### src/rtl/rv32i_wb_arbiter_pkg.sv
// Shared types for the register-file writeback arbiter: data widths and the
// queued long-latency writeback request.
package rv32i_wb_pkg;

  localparam int XLEN   = 32;
  localparam int NREGS  = 32;
  localparam int REG_AW = 5;

  typedef struct packed {
    logic [REG_AW-1:0] rd;
    logic [XLEN-1:0]   data;
  } wb_req_t;

  // A write to x0 is architecturally discarded.
  function automatic logic wr_visible(input logic [REG_AW-1:0] r);
    return r != '0;
  endfunction

endpackage

### src/rtl/rv32i_wb_arbiter_if.sv
// Bundle of writeback, long-latency result, hazard and register-port signals
// seen by the arbiter (slave) and by its surroundings (master).
interface rv32i_wb_arbiter_if;
  import rv32i_wb_pkg::*;

  logic              p_wb_en;
  logic [REG_AW-1:0] p_wb_reg;
  logic [XLEN-1:0]   p_wb_data;
  logic              p_stall;

  logic              s_valid;
  logic              s_ready;
  logic [REG_AW-1:0] s_reg;
  logic [XLEN-1:0]   s_data;
  logic              s_issue;
  logic [REG_AW-1:0] s_issue_reg;

  logic [REG_AW-1:0] rs1;
  logic [REG_AW-1:0] rs2;
  logic [REG_AW-1:0] rd;
  logic              raw_stall;

  logic              wb_en_out;
  logic [REG_AW-1:0] wb_reg_out;
  logic [XLEN-1:0]   wb_data;
  logic              df_wb_enable;
  logic [REG_AW-1:0] df_wb_reg;
  logic [XLEN-1:0]   df_wb_data;
  logic [NREGS-1:0]  busy_mask;

  modport slave (
    input  p_wb_en, p_wb_reg, p_wb_data,
    input  s_valid, s_reg, s_data, s_issue, s_issue_reg,
    input  rs1, rs2, rd,
    output p_stall, s_ready, raw_stall,
    output wb_en_out, wb_reg_out, wb_data,
    output df_wb_enable, df_wb_reg, df_wb_data, busy_mask
  );

  modport master (
    output p_wb_en, p_wb_reg, p_wb_data,
    output s_valid, s_reg, s_data, s_issue, s_issue_reg,
    output rs1, rs2, rd,
    input  p_stall, s_ready, raw_stall,
    input  wb_en_out, wb_reg_out, wb_data,
    input  df_wb_enable, df_wb_reg, df_wb_data, busy_mask
  );

endinterface

### src/rtl/rv32i_wb_arbiter_fifo.sv
// Show-ahead synchronous FIFO of long-latency writeback requests; the head is
// readable in the same cycle it becomes valid so the arbiter can grant it.
module rv32i_wb_fifo
  import rv32i_wb_pkg::*;
#(
  parameter int DEPTH = 2
) (
  input  logic    clk,
  input  logic    rst_n,
  input  logic    push,
  input  wb_req_t push_data,
  input  logic    pop,
  output wb_req_t head,
  output logic    full,
  output logic    empty
);

  localparam int AW = $clog2(DEPTH);

  logic [AW:0] wr_ptr_q, wr_ptr_d;
  logic [AW:0] rd_ptr_q, rd_ptr_d;
  wb_req_t     mem_q [DEPTH];
  logic        do_push;
  logic        do_pop;

  // Extra wrap bit distinguishes full from empty when the indices match.
  assign empty   = (wr_ptr_q == rd_ptr_q);
  assign full    = (wr_ptr_q[AW] != rd_ptr_q[AW]) &&
                   (wr_ptr_q[AW-1:0] == rd_ptr_q[AW-1:0]);
  assign do_push = push && !full;
  assign do_pop  = pop && !empty;
  assign head    = mem_q[rd_ptr_q[AW-1:0]];

  always_comb begin
    wr_ptr_d = wr_ptr_q;
    rd_ptr_d = rd_ptr_q;
    if (do_push) wr_ptr_d = wr_ptr_q + {{AW{1'b0}}, 1'b1};
    if (do_pop)  rd_ptr_d = rd_ptr_q + {{AW{1'b0}}, 1'b1};
  end

  always_ff @(posedge clk or negedge rst_n) begin
    if (!rst_n) begin
      wr_ptr_q <= '0;
      rd_ptr_q <= '0;
    end else begin
      wr_ptr_q <= wr_ptr_d;
      rd_ptr_q <= rd_ptr_d;
    end
  end

  always_ff @(posedge clk) begin
    if (do_push) mem_q[wr_ptr_q[AW-1:0]] <= push_data;
  end

endmodule

### src/rtl/rv32i_wb_arbiter.sv
// Single register-file write port shared between pipeline writeback and a
// queued long-latency unit, with anti-starvation, scoreboard and RAW stall.
module rv32i_wb_arbiter
  import rv32i_wb_pkg::*;
#(
  parameter int FIFO_DEPTH = 2,
  parameter int STARVE_MAX = 4
) (
  input  logic                clk,
  input  logic                reset,
  rv32i_wb_arbiter_if.slave   bus
);

  localparam int SW = $clog2(STARVE_MAX + 1);
  localparam logic [SW-1:0] STARVE_LIM = SW'(STARVE_MAX);

  localparam logic [1:0] GRANT_IDLE = 2'd0;
  localparam logic [1:0] GRANT_P    = 2'd1;
  localparam logic [1:0] GRANT_S    = 2'd2;

  logic [SW-1:0]     starve_q, starve_d;
  logic [NREGS-1:0]  busy_q, busy_d;
  logic              wb_en_q, wb_en_d;
  logic [REG_AW-1:0] wb_reg_q, wb_reg_d;
  logic [XLEN-1:0]   wb_data_q, wb_data_d;

  logic       fifo_full;
  logic       fifo_empty;
  logic       fifo_nonempty;
  wb_req_t    head;
  wb_req_t    s_req;
  logic       force_s;
  logic       grant_s;
  logic [1:0] grant_sel;

  assign s_req   = '{rd: bus.s_reg, data: bus.s_data};
  assign bus.s_ready = !fifo_full;

  rv32i_wb_fifo #(
    .DEPTH (FIFO_DEPTH)
  ) u_fifo (
    .clk       (clk),
    .rst_n     (reset),
    .push      (bus.s_valid && !fifo_full),
    .push_data (s_req),
    .pop       (grant_s),
    .head      (head),
    .full      (fifo_full),
    .empty     (fifo_empty)
  );

  assign fifo_nonempty = !fifo_empty;
  assign force_s       = fifo_nonempty && (starve_q == STARVE_LIM);
  assign grant_s       = (grant_sel == GRANT_S);
  assign bus.p_stall   = force_s;

  // Starve counter only accumulates while P keeps winning over a waiting S.
  always_comb begin
    grant_sel = GRANT_IDLE;
    starve_d  = '0;
    if (force_s) begin
      grant_sel = GRANT_S;
    end else if (bus.p_wb_en) begin
      grant_sel = GRANT_P;
      if (fifo_nonempty) starve_d = starve_q + SW'(1);
    end else if (fifo_nonempty) begin
      grant_sel = GRANT_S;
    end
  end

  always_comb begin
    wb_en_d   = 1'b0;
    wb_reg_d  = '0;
    wb_data_d = '0;
    case (grant_sel)
      GRANT_S: begin
        wb_en_d   = wr_visible(head.rd);
        wb_reg_d  = head.rd;
        wb_data_d = head.data;
      end
      GRANT_P: begin
        wb_en_d   = wr_visible(bus.p_wb_reg);
        wb_reg_d  = bus.p_wb_reg;
        wb_data_d = bus.p_wb_data;
      end
      default: ;
    endcase
  end

  // Issue takes priority over a same-cycle retire so a reissued register stays busy.
  assign busy_d[0] = 1'b0;
  for (genvar gi = 1; gi < NREGS; gi++) begin : g_busy
    always_comb begin
      busy_d[gi] = busy_q[gi];
      if (grant_s && head.rd == REG_AW'(gi)) busy_d[gi] = 1'b0;
      if (bus.s_issue && bus.s_issue_reg == REG_AW'(gi)) busy_d[gi] = 1'b1;
    end
  end

  always_ff @(posedge clk or negedge reset) begin
    if (!reset) begin
      starve_q  <= '0;
      busy_q    <= '0;
      wb_en_q   <= 1'b0;
      wb_reg_q  <= '0;
      wb_data_q <= '0;
    end else begin
      starve_q  <= starve_d;
      busy_q    <= busy_d;
      wb_en_q   <= wb_en_d;
      wb_reg_q  <= wb_reg_d;
      wb_data_q <= wb_data_d;
    end
  end

  assign bus.raw_stall    = busy_q[bus.rs1] | busy_q[bus.rs2] | busy_q[bus.rd];
  assign bus.busy_mask    = busy_q;
  assign bus.wb_en_out    = wb_en_q;
  assign bus.wb_reg_out   = wb_reg_q;
  assign bus.wb_data      = wb_data_q;
  assign bus.df_wb_enable = wb_en_q;
  assign bus.df_wb_reg    = wb_reg_q;
  assign bus.df_wb_data   = wb_data_q;

endmodule

### src/flat_wrapper.sv
// flat-port wrapper written by rule: the top's interface ports become plain ports
module rv32i_wb_arbiter_flat import rv32i_wb_pkg::*;
#(
  parameter int FIFO_DEPTH = 2,
  parameter int STARVE_MAX = 4
)
  (clk, reset, bus_p_wb_en, bus_p_wb_reg, bus_p_wb_data, bus_s_valid, bus_s_reg, bus_s_data, bus_s_issue, bus_s_issue_reg, bus_rs1, bus_rs2, bus_rd, bus_p_stall, bus_s_ready, bus_raw_stall, bus_wb_en_out, bus_wb_reg_out, bus_wb_data, bus_df_wb_enable, bus_df_wb_reg, bus_df_wb_data, bus_busy_mask);
  rv32i_wb_arbiter_if bus_i ();
  input  logic clk;
  input  logic reset;
  input wire logic [$bits(bus_i.p_wb_en)-1:0] bus_p_wb_en;
  input wire logic [$bits(bus_i.p_wb_reg)-1:0] bus_p_wb_reg;
  input wire logic [$bits(bus_i.p_wb_data)-1:0] bus_p_wb_data;
  input wire logic [$bits(bus_i.s_valid)-1:0] bus_s_valid;
  input wire logic [$bits(bus_i.s_reg)-1:0] bus_s_reg;
  input wire logic [$bits(bus_i.s_data)-1:0] bus_s_data;
  input wire logic [$bits(bus_i.s_issue)-1:0] bus_s_issue;
  input wire logic [$bits(bus_i.s_issue_reg)-1:0] bus_s_issue_reg;
  input wire logic [$bits(bus_i.rs1)-1:0] bus_rs1;
  input wire logic [$bits(bus_i.rs2)-1:0] bus_rs2;
  input wire logic [$bits(bus_i.rd)-1:0] bus_rd;
  output wire logic [$bits(bus_i.p_stall)-1:0] bus_p_stall;
  output wire logic [$bits(bus_i.s_ready)-1:0] bus_s_ready;
  output wire logic [$bits(bus_i.raw_stall)-1:0] bus_raw_stall;
  output wire logic [$bits(bus_i.wb_en_out)-1:0] bus_wb_en_out;
  output wire logic [$bits(bus_i.wb_reg_out)-1:0] bus_wb_reg_out;
  output wire logic [$bits(bus_i.wb_data)-1:0] bus_wb_data;
  output wire logic [$bits(bus_i.df_wb_enable)-1:0] bus_df_wb_enable;
  output wire logic [$bits(bus_i.df_wb_reg)-1:0] bus_df_wb_reg;
  output wire logic [$bits(bus_i.df_wb_data)-1:0] bus_df_wb_data;
  output wire logic [$bits(bus_i.busy_mask)-1:0] bus_busy_mask;
  assign bus_i.p_wb_en = bus_p_wb_en;
  assign bus_i.p_wb_reg = bus_p_wb_reg;
  assign bus_i.p_wb_data = bus_p_wb_data;
  assign bus_i.s_valid = bus_s_valid;
  assign bus_i.s_reg = bus_s_reg;
  assign bus_i.s_data = bus_s_data;
  assign bus_i.s_issue = bus_s_issue;
  assign bus_i.s_issue_reg = bus_s_issue_reg;
  assign bus_i.rs1 = bus_rs1;
  assign bus_i.rs2 = bus_rs2;
  assign bus_i.rd = bus_rd;
  assign bus_p_stall = bus_i.p_stall;
  assign bus_s_ready = bus_i.s_ready;
  assign bus_raw_stall = bus_i.raw_stall;
  assign bus_wb_en_out = bus_i.wb_en_out;
  assign bus_wb_reg_out = bus_i.wb_reg_out;
  assign bus_wb_data = bus_i.wb_data;
  assign bus_df_wb_enable = bus_i.df_wb_enable;
  assign bus_df_wb_reg = bus_i.df_wb_reg;
  assign bus_df_wb_data = bus_i.df_wb_data;
  assign bus_busy_mask = bus_i.busy_mask;
  rv32i_wb_arbiter #(.FIFO_DEPTH(FIFO_DEPTH), .STARVE_MAX(STARVE_MAX)) u_core (.clk(clk), .reset(reset), .bus(bus_i));
endmodule
### config.mk
export PLATFORM = sky130hd
export DESIGN_NAME = rv32i_wb_arbiter_flat
export DESIGN_NICKNAME = d
export VERILOG_FILES = /design/src/rtl/rv32i_wb_arbiter_pkg.sv /design/src/rtl/rv32i_wb_arbiter_if.sv /design/src/rtl/rv32i_wb_arbiter_fifo.sv /design/src/rtl/rv32i_wb_arbiter.sv /design/src/flat_wrapper.sv
export SDC_FILE = /design/constraint.sdc
export NUM_CORES = 1
export LEC_CHECK = 0
export BUFFER_PORTS_ARGS = -buffer_cell sky130_fd_sc_hd__buf_2
export CAP_MARGIN = 25
export CORE_MARGIN = 2
export CORE_UTILIZATION = 47
export DETAILED_ROUTE_END_ITERATION = 16
export PLACE_DENSITY = 0.88
export SYNTH_ARGS = -nofsm -noshare
export SYNTH_HDL_FRONTEND = slang
export SYNTH_SLANG_ARGS = --single-unit
### constraint.sdc
create_clock -name clk -period 3.1 [get_ports clk]
set_clock_uncertainty 0.05 [all_clocks]
set_input_delay 0.465 -clock clk [delete_from_list [all_inputs] [get_ports clk]]
set_output_delay 0.465 -clock clk [all_outputs]
set_load 0.01 [all_outputs]
# ---- Word level (Yosys, flattened, before mapping)
# Memory sizes are Yosys's and may differ from the RTL's.
# Cells that the tools add are included.
dict set report classes {
  n_addsub 3
  order_cmp 3
  n_eq_ne 68
  n_mux 79
  n_bitwise 2
  reduce_logical 102
}
# cell count
set op_table {}
lappend op_table {{== test 5 bit, second input constant} 32}
lappend op_table {{== test 5 x 4 -> 1 bit, second input constant} 16}
lappend op_table {{logical AND 1 bit} 67}
lappend op_table {{2-to-1 mux 1 bit} 67}
lappend op_table {{one-hot mux 32 bit (2 select lines)} 1}
lappend op_table {{nonzero test 2 bit} 31}
lappend op_table {{== test 5 x 3 -> 1 bit, second input constant} 8}
lappend op_table {{== test 5 x 2 -> 1 bit, second input constant} 4}
lappend op_table {{< comparator 5 x 6 -> 1 bit, second input constant} 3}
lappend op_table {{binary-select mux 1 bit (select 5 bit)} 3}
lappend op_table {{== test 5 x 1 -> 1 bit, second input constant} 2}
lappend op_table {{one-hot mux 5 bit (2 select lines)} 1}
lappend op_table {{nonzero test 5 bit} 2}
lappend op_table {{2-to-1 mux 3 bit} 3}
lappend op_table {{2-to-1 mux 2 bit} 3}
lappend op_table {{adder 2 x 1 -> 2 bit, second input constant} 2}
lappend op_table {{adder 3 x 1 -> 3 bit, second input constant} 1}
lappend op_table {{== test 3 bit, second input constant} 1}
lappend op_table {{== test 2 x 1 -> 1 bit, second input constant} 1}
lappend op_table {{== test 2 bit} 1}
lappend op_table {{== test 2 bit, second input constant} 1}
lappend op_table {{zero test 1 bit} 2}
lappend op_table {{bitwise OR 1 bit} 2}
lappend op_table {{one-hot mux 1 bit (2 select lines)} 1}
lappend op_table {{2 further kinds} 2}
dict set report word_totals {
  register_bits 76
  mem_bits_rw 74
  inputBits 99
  output_inout_bits 111
  wordCells 295
  n_memories 1
}
# memory words word_bits read_ports rd_ports_with_merged_regs wr line
set memory_table {}
lappend memory_table {u_core.u_fifo.mem_q 2 37 1 0 1 rv32i_wb_arbiter_fifo.sv:22} ;# wb_req_t mem_q [DEPTH];

# ---- Logic depth before layout (Yosys ltp)
# Gate-level depths: netlist (run 1).
dict set report logic_depth {
  depth_word 8
  ltp_mapped 9
  ltp_nobuf 7
}

# ---- Hierarchy
# A second synthesis (run 1) with hierarchy kept.
dict set report unflattened {
  cells_unflattened 546
  hier_area_um2 7106.8
}
# module n_inst cells_per_inst area_each_um2 seq_area_each_um2
set modules_own_cells {}
lappend modules_own_cells {rv32i_wb_arbiter 1 403 4145.2 1801.7}
lappend modules_own_cells {rv32i_wb_fifo 1 143 2961.6 2322.2}

# ---- Least setup slack after synthesis (run 1)
# Ideal clock, no wire load.
dict set report synth_timing {
  path_type {reg-to-reg}
  from {register u_core.u_fifo.rd_ptr_q[1]}
  to {memory u_core.u_fifo.mem_q[0][0] (netlist name) (enable)}
  setup_ps 431
  t_arrival_ps 2537
  required_ps 2619
  path_slack_ps 82
  stages_incl_launch_ff 5
  path_buffers 0
  period_less_slack_ps 3018
  path_cell_list {dfrtp_1 -> xnor2_1 -> nand2b_1 -> nand2_1 -> nor2_1}
}
dict set report synth_via {
  elab_chain_cells 7
}
# item line
set synth_lines {}
lappend synth_lines {{start: declaration} rv32i_wb_arbiter_fifo.sv:21} ;# logic [AW:0] rd_ptr_q, rd_ptr_d;
lappend synth_lines {{start signal: assignment} rv32i_wb_arbiter_fifo.sv:47} ;# rd_ptr_q <= rd_ptr_d;
lappend synth_lines {{inequality test 1 bit *} rv32i_wb_arbiter_fifo.sv:28} ;# assign full = (wr_ptr_q[AW] != rd_ptr_q[AW]) &&
lappend synth_lines {{logical AND 1 bit *} rv32i_wb_arbiter_fifo.sv:28}
lappend synth_lines {{zero test 1 bit *} n/a}
lappend synth_lines {{via bus_s_ready} flat_wrapper.sv:23} ;# output wire logic [$bits(bus_i.s_ready)-1:0] bus_s_ready;
lappend synth_lines {{logical AND 1 bit} rv32i_wb_arbiter.sv:44} ;# .push (bus.s_valid && !fifo_full),
lappend synth_lines {{logical AND 1 bit *} rv32i_wb_arbiter_fifo.sv:30} ;# assign do_push = push && !full;
lappend synth_lines {{2-to-1 mux 1 bit *} rv32i_wb_arbiter_fifo.sv:52} ;# if (do_push) mem_q[wr_ptr_q[AW-1:0]] <= push_data;
lappend synth_lines {{2-to-1 mux 1 bit (implied by the code) *} rv32i_wb_arbiter_fifo.sv:52}
lappend synth_lines {{end: declaration} rv32i_wb_arbiter_fifo.sv:22}
# The timed path passes the listed nets; every way through them passes the cells marked *.

# ---- Final worst setup path (run 1)
dict set report layout_timing {
  from {register u_core.busy_q[5] (netlist: u_core.bus.busy_mask[5])}
  to {output port bus_raw_stall}
}
dict set report layout_via {
  elab_chain_cells 4
  word_cells_on_any_way 8
  classes_between {mux: 6; bitwise: 2}
}
# item line
set layout_lines {}
lappend layout_lines {{start: declaration} rv32i_wb_arbiter.sv:22} ;# logic [NREGS-1:0] busy_q, busy_d;
lappend layout_lines {{start signal: assignment} rv32i_wb_arbiter.sv:109} ;# busy_q <= busy_d;
lappend layout_lines {{binary-select mux 1 bit (select 5 bit)} rv32i_wb_arbiter.sv:116} ;# assign bus.raw_stall = busy_q[bus.rs1] | busy_q[bus.rs2] | busy_q[bus.rd];
lappend layout_lines {{2-to-1 mux 1 bit (implied by the code)} rv32i_wb_arbiter.sv:116}
lappend layout_lines {{bitwise OR 1 bit} rv32i_wb_arbiter.sv:116}
lappend layout_lines {{bitwise OR 1 bit *} rv32i_wb_arbiter.sv:116}
lappend layout_lines {{end: declaration} flat_wrapper.sv:24} ;# output wire logic [$bits(bus_i.raw_stall)-1:0] bus_raw_stall;
# Mark *: on every way between the ends. The rest lies on a longest branch, timed or not. The select of a mux whose other input is x is not followed.

==> qor.csv, run 1 <==
stage;metric;value;unit
timing;final worst setup slack;388;ps
timing;period utilization;0.875;
layout;max reg flops;74;
drt;Routed WL;17100;µm
floorplan;Core Region;14600;µm²
timing;fin crit period;2710;ps
layout;Area growth syn-to-layout;21.2;%
synth;cell accounting for the most synthesized area;edfxtp_1;
grt;antenna violations before repair;2;
timing;Hold Violations, Final;0;
drt;Post-route DRC;0;
grt;global route overflow;0;
grt;Global Route Usage Sum;0.214;
timing;worst-margin pin slew;735;ps
synth;largest cells by area after synthesis;edfxtp_1 (31%), dfrtp_1 (27%), mux2i_1 (5.9%);
pwr;Int Pwr;5.36;mW
floorplan;die area;16100;µm²
synth;Synth top area share;0.313;
timing;RSZ-0062 raised after global routing;false;
critical_path;crit path launch type;flop;
cts;clk sink count;150;
drt;per-cell routed wire length;18.9;µm
timing;Max-slew headroom;0.510;
synth;EDFF count, synth;74;
pwr;Max IR drop VDD;0.571;mV
critical_path;Max FO, Critical Path;5;
timing;fmax;0.369;GHz
timing;Setup Viol. Count Final;0;
synth;Post-Synthesis Cell Area;7090;µm²
synth;Distinct cells, synth;56;
drt;Final ANT Viol Nets;0;
synth;cell count after synthesis;540;
critical_path;FF-to-FF setup slack;780;ps
cts;post-CTS setup buffers;0;
cts;Reg clk slew, reported paths;70;ps
drt;total number of vias;5063;
drt;vias per cell;5.59;
critical_path;WP data required;2580;ps
synth;part of the Yosys area used for sequential elements;0.581;
cts;CTS root buffer;clkbuf_16;
synth;Synthesis Warnings;0;
pwr;share of total power in combinational logic;0.373;
floorplan;Die Y;127;µm
synth;top cells by count, synth;dfrtp_1 (76), edfxtp_1 (74), nand2_1 (58);
pwr;PwrDens;1010;nW/µm²
critical_path;crit path capture type;output pin;
floorplan;initial core utilization;0.484;
drt;Starting DRT DRC Count;427;
synth;syn avg cell area;13.1;µm²
synth;Async SR Flop Fraction;0.507;
layout;Nets;809;
pwr;sw frac;0.382;
floorplan;IO Pins;210;
placed_design;placed cell count;871;
layout;Filler cells;1171;
placed_design;pre-CTS setup slack;552;ps
worst_hold_path;Hold WC Path Type;in2reg;
cts;H-Tree Depth;4;
status;status;finished, final reports clean;
placed_design;GPL Wtd Cong;0.856;
layout;register area;4130;µm²
drt;First-pass DRT Iterations;5;
floorplan;Die X;127;µm
cts;TritonCTS clock tree;yes;
pwr;sw power;3.31;mW
job;MaxCap Viol Count;0;
layout;area occupied by multi-input gates;2500;µm²
synth;Seq cells post-synth;150;
cts;number of buffers created by CTS;17;
layout;non-filler cells, final;906;
grt;largest net degree at the start of global routing;77;
timing;Max Slew Vio Count;0;
pwr;Lkg Pwr;3.72;nW
pwr;overall power;8.67;mW
synth;syn_nets;641;
placed_design;DPL Wire Length;12200;µm
grt;number of global-route vias before repair;5100;
critical_path;worst path arrival time;2200;ps
timing;Fin Setup TNS;0;ps
pwr;Clk pwr share;0.225;
cts;Clock Latency Late Sink;410;ps
grt;global-route wire length before repair;26700;µm
critical_path;critical path class;reg2out;
placed_design;IO buf count;208;
pwr;Flop pwr share;0.402;
floorplan;Core Rows;44;
synth;Synth Flop Type;dfrtp_1;
cts;number of buffers on the longest clock path;2;
synth;cell with the most instances after synthesis;dfrtp_1;
layout;share of layout cells above drive strength 1;0.419;
==> layout by cell type (no fill, tap or decap), types with 2 or more instances in the layout <==
master / instances
mux2_2: 8
o32a_1: 3
inv_1: 10
clkinvlp_4: 2
nand2b_1: 15
o21ai_0: 50
ha_1: 2
nor3_1: 2
o31ai_2: 22
nand3_1: 8
a21oi_1: 5
o32ai_1: 2
o2bb2ai_1: 9
edfxtp_1: 74
inv_6: 5
xnor2_1: 4
a2bb2oi_1: 2
dfrtp_1: 75
nor3b_1: 3
xor2_1: 2
nand2_1: 58
clkbuf_16: 17
clkinv_4: 3
nor2b_1: 9
a2111oi_0: 2
o31ai_1: 14
mux4_2: 17
buf_2: 207
nor2_1: 5
mux2i_1: 42
inv_8: 4
buf_4: 6
a221oi_1: 3
==> final cells by class <==
cell class,count,share of cell area
Clock inverter,14,0.0151
Inverter,10,0.00436
Multi-Input combinational cell,313,0.290
Sequential cell,150,0.480
Clock buffer,18,0.0511
Tap cell,184,0.0268
Antenna cell,1,0.000291
Timing Repair Buffer,216,0.132
==> worst max-delay path: stages (launching register included) <==
cell and delay, ps:
dfrtp_1 450, mux2_2 290, a221oi_1 270, a2111oi_0 110, nor4_1 390, nand3_1 130, buf_2 160
==> metrics by stage <==
step                 util  hold WS, ps  cell area [µm²]
finish              0.587          183             8600
detailed placement  0.546          423             7990
floorplan               -          119             7090
global route        0.587          172             8600
global placement    0.546          411             7990
CTS                 0.585          169             8560
==> final timing paths <==
kind	startpoint	to	depth (start not counted)
max	u_core.bus.busy_mask[5]$_DFFE_PN0P_	bus_raw_stall	6
min	bus_s_data[9]	u_core.u_fifo.mem_q[0][9]$_DFFE_PP_	1
max reg2reg	u_core.u_fifo.rd_ptr_q[1]$_DFFE_PN0P_	u_core.bus.df_wb_data[25]$_DFF_PN0_	6
min reg2reg	u_core.starve_q[0]$_DFF_PN0_	u_core.starve_q[0]$_DFF_PN0_	1
max in group asynchronous	reset	u_core.u_fifo.rd_ptr_q[0]$_DFFE_PN0P_	3
min in group asynchronous	reset	u_core.bus.busy_mask[17]$_DFFE_PN0P_	2
==> per-layer routing <==
layer,vias up,routed length [µm],GRT usage
met5,-,7,0
met4,2,216,0.0685
met3,19,1350,0.0527
met2,245,8650,0.365
met1,2477,6910,0.270
li1,2320,-,-
==> cell families (layout without fill, tap and decap cells) <==
family                   Yosys count  in the layout  share of synthesized area
AND/OR/NAND/NOR                  112            112                     0.0765
buffers and inverters             77            258                     0.0691
adder cells (fa/ha/maj)            2              2                    0.00353
flip-flops                       150            150                      0.581
other                              1              2                   0.000529
AO/OA/AOI/OAI                    124            124                      0.133
multiplexers                      67             67                      0.126
XOR/XNOR                           7              7                    0.00970
==> power groups by stage <==
stage / logic, mW / registers [mW] / clock network [mW]
after global routing: 3.50 / 3.57 / 2.09
final: 3.23 / 3.49 / 1.96
after global placement: 3.18 / 3.47 / 0
after detailed placement: 3.25 / 3.50 / 0
after CTS: 3.26 / 3.48 / 1.99
after floorplan: 2.16 / 3.52 / 0
==> what timing repair did <==
action                                 4_1_cts  5_1_grt
endpoints found under the hold margin        0        4
hold buffers                                 0        1
gates resized for setup                      0        0
(Power assumes the default switching activity.)
==> run 2, diff against run 1 <==
--- a/config.mk
+++ b/config.mk
@@ -7,8 +7,10 @@
 export LEC_CHECK = 0
 export BUFFER_PORTS_ARGS = -buffer_cell sky130_fd_sc_hd__buf_2
 export CAP_MARGIN = 25
+export CELL_PAD_IN_SITES_DETAIL_PLACEMENT = 2
+export CELL_PAD_IN_SITES_GLOBAL_PLACEMENT = 2
 export CORE_MARGIN = 2
-export CORE_UTILIZATION = 47
+export CORE_UTILIZATION = 31
 export DETAILED_ROUTE_END_ITERATION = 16
 export PLACE_DENSITY = 0.88
 export SYNTH_ARGS = -nofsm -noshare
==> qor.csv, run 2 (synthesis gave the netlist of run 1 again) <==
stage;metric;value;unit
pwr;Lkg Pwr;3.74;nW
status;status;finished, violations left;
layout;max reg flops;74;
layout;Area growth syn-to-layout;23.4;%
grt;global-route wire length before repair;35100;µm
grt;Global Route Usage Sum;0.193;
placed_design;placed cell count;975;
timing;Fin Setup TNS;0;ps
critical_path;FF-to-FF setup slack;740;ps
cts;post-CTS setup buffers;0;
grt;antenna violations before repair;6;
timing;fmax;0.347;GHz
drt;Starting DRT DRC Count;269;
cts;TritonCTS clock tree;yes;
timing;final worst setup slack;216;ps
timing;period utilization;0.930;
floorplan;Die X;155;µm
floorplan;initial core utilization;0.314;
pwr;PwrDens;1030;nW/µm²
cts;number of buffers created by CTS;17;
floorplan;Core Rows;55;
cts;H-Tree Depth;4;
drt;Routed WL;22400;µm
layout;share of layout cells above drive strength 1;0.421;
placed_design;IO buf count;208;
timing;worst-margin pin slew;816;ps
critical_path;crit path capture type;output pin;
critical_path;critical path class;reg2out;
placed_design;GPL Wtd Cong;0.841;
worst_hold_path;Hold WC Path Type;in2async;
layout;Nets;810;
job;MaxCap Viol Count;0;
critical_path;crit path launch type;flop;
drt;Final ANT Viol Nets;0;
layout;commonest non-fill, non-tap cell in the layout;buf_2;
timing;fin crit period;2880;ps
drt;vias per cell;5.19;
drt;per-cell routed wire length;22.2;µm
critical_path;WP data required;2580;ps
drt;total number of vias;5243;
cts;Reg clk slew, reported paths;70;ps
layout;most frequent cells in the layout;buf_2 (207), dfrtp_1 (75), edfxtp_1 (74);
critical_path;worst path arrival time;2370;ps
layout;non-filler cells, final;1011;
critical_path;Max FO, Critical Path;35;
grt;global route overflow;0;
timing;Hold Violations, Final;7;
timing;Max-slew headroom;0.454;
pwr;Max IR drop VDD;0.452;mV
pwr;overall power;9.04;mW
drt;First-pass DRT Iterations;4;
floorplan;Core Region;22600;µm²
critical_path;worst r2r src;u_core.u_fifo.rd_ptr_q[1]$_DFFE_PN0P_;
cts;cts repair resizes;0;
drt;Post-route DRC;0;
floorplan;die area;24100;µm²
layout;Filler cells;2388;
floorplan;IO Pins;210;
status;failing checks;hold timing;
cts;hold buffers post-CTS;0;
grt;largest net degree at the start of global routing;47;
cts;Clock Latency Late Sink;430;ps
critical_path;Worst R2R Path Depth;6;
cts;number of buffers on the longest clock path;2;
timing;Worst Hold Slack;-18.4;ps
placed_design;DPL Wire Length;16300;µm
cts;CTS root buffer;clkbuf_16;
placed_design;pre-CTS setup slack;526;ps
cts;clk sink count;150;
timing;RSZ-0062 raised after global routing;false;
floorplan;Die Y;155;µm
grt;number of global-route vias before repair;5988;
critical_path;RR Endpoint;u_core.bus.df_wb_data[31]$_DFF_PN0_;
timing;Setup Viol. Count Final;0;
timing;Max Slew Vio Count;0;
## run 2: how the worst max path moves through the flow
| stage | slack [ps] | from | depth (start not counted) | endpoint |
|---|---|---|---|---|
| 6_report | 220 | u_core.u_fifo.rd_ptr_q[1]$_DFFE_PN0P_ | 5 | bus_p_stall |
| 2_1_floorplan | 80 | u_core.u_fifo.rd_ptr_q[1]$_DFFE_PN0P_ | 4 | u_core.u_fifo.mem_q[0][0]$_DFFE_PP_ |
| 3_5_place_dp | 530 | bus_rd[2] | 7 | bus_raw_stall |
| 5_1_grt | 90 | u_core.u_fifo.rd_ptr_q[1]$_DFFE_PN0P_ | 5 | bus_p_stall |
| 4_1_cts | 150 | u_core.u_fifo.rd_ptr_q[1]$_DFFE_PN0P_ | 5 | bus_p_stall |
| 3_3_place_gp | 550 | bus_rd[2] | 7 | bus_raw_stall |
## run 2: critical path, stage by stage (launching register included)
cell,delay [ps]
dfrtp_1,400
xnor2_1,350
and2_2,400
buf_4,510
nor2_1,100
buf_2,160
## run 2: report_power, final
group / switching [mW] / internal, mW / total, mW
combinational: 2.01 / 1.38 / 3.39
sequential: 0.645 / 2.90 / 3.55
clock: 0.937 / 1.17 / 2.10
## run 2: layout make-up
class | count | area [µm²] | share of cell area
multi-input cells | 313 | 2500 | 0.285
flip-flops and latches | 150 | 4130 | 0.471
well taps | 285 | 357 | 0.0407
repair buffers | 217 | 1140 | 0.130
clock inverters | 14 | 154 | 0.0176
inverters | 10 | 37.5 | 0.00429
clock buffers | 18 | 439 | 0.0502
diodes | 4 | 10.0 | 0.00114
## run 2: routing by layer
layer | GRT usage | vias to the layer above | share of wire
met3 | 0.0546 | 28 | 0.073
li1 | - | 2330 | -
met2 | 0.334 | 210 | 0.50
met5 | 0 | - | 0.00058
met1 | 0.233 | 2673 | 0.41
met4 | 0.0629 | 2 | 0.016
## run 2: through the flow
stage | cell area (µm²) | util
after CTS | 8750 | 0.387
after detailed placement | 8150 | 0.361
after global placement | 8150 | 0.361
final | 8760 | 0.388
after floorplan | 7090 | -
after global routing | 8750 | 0.388
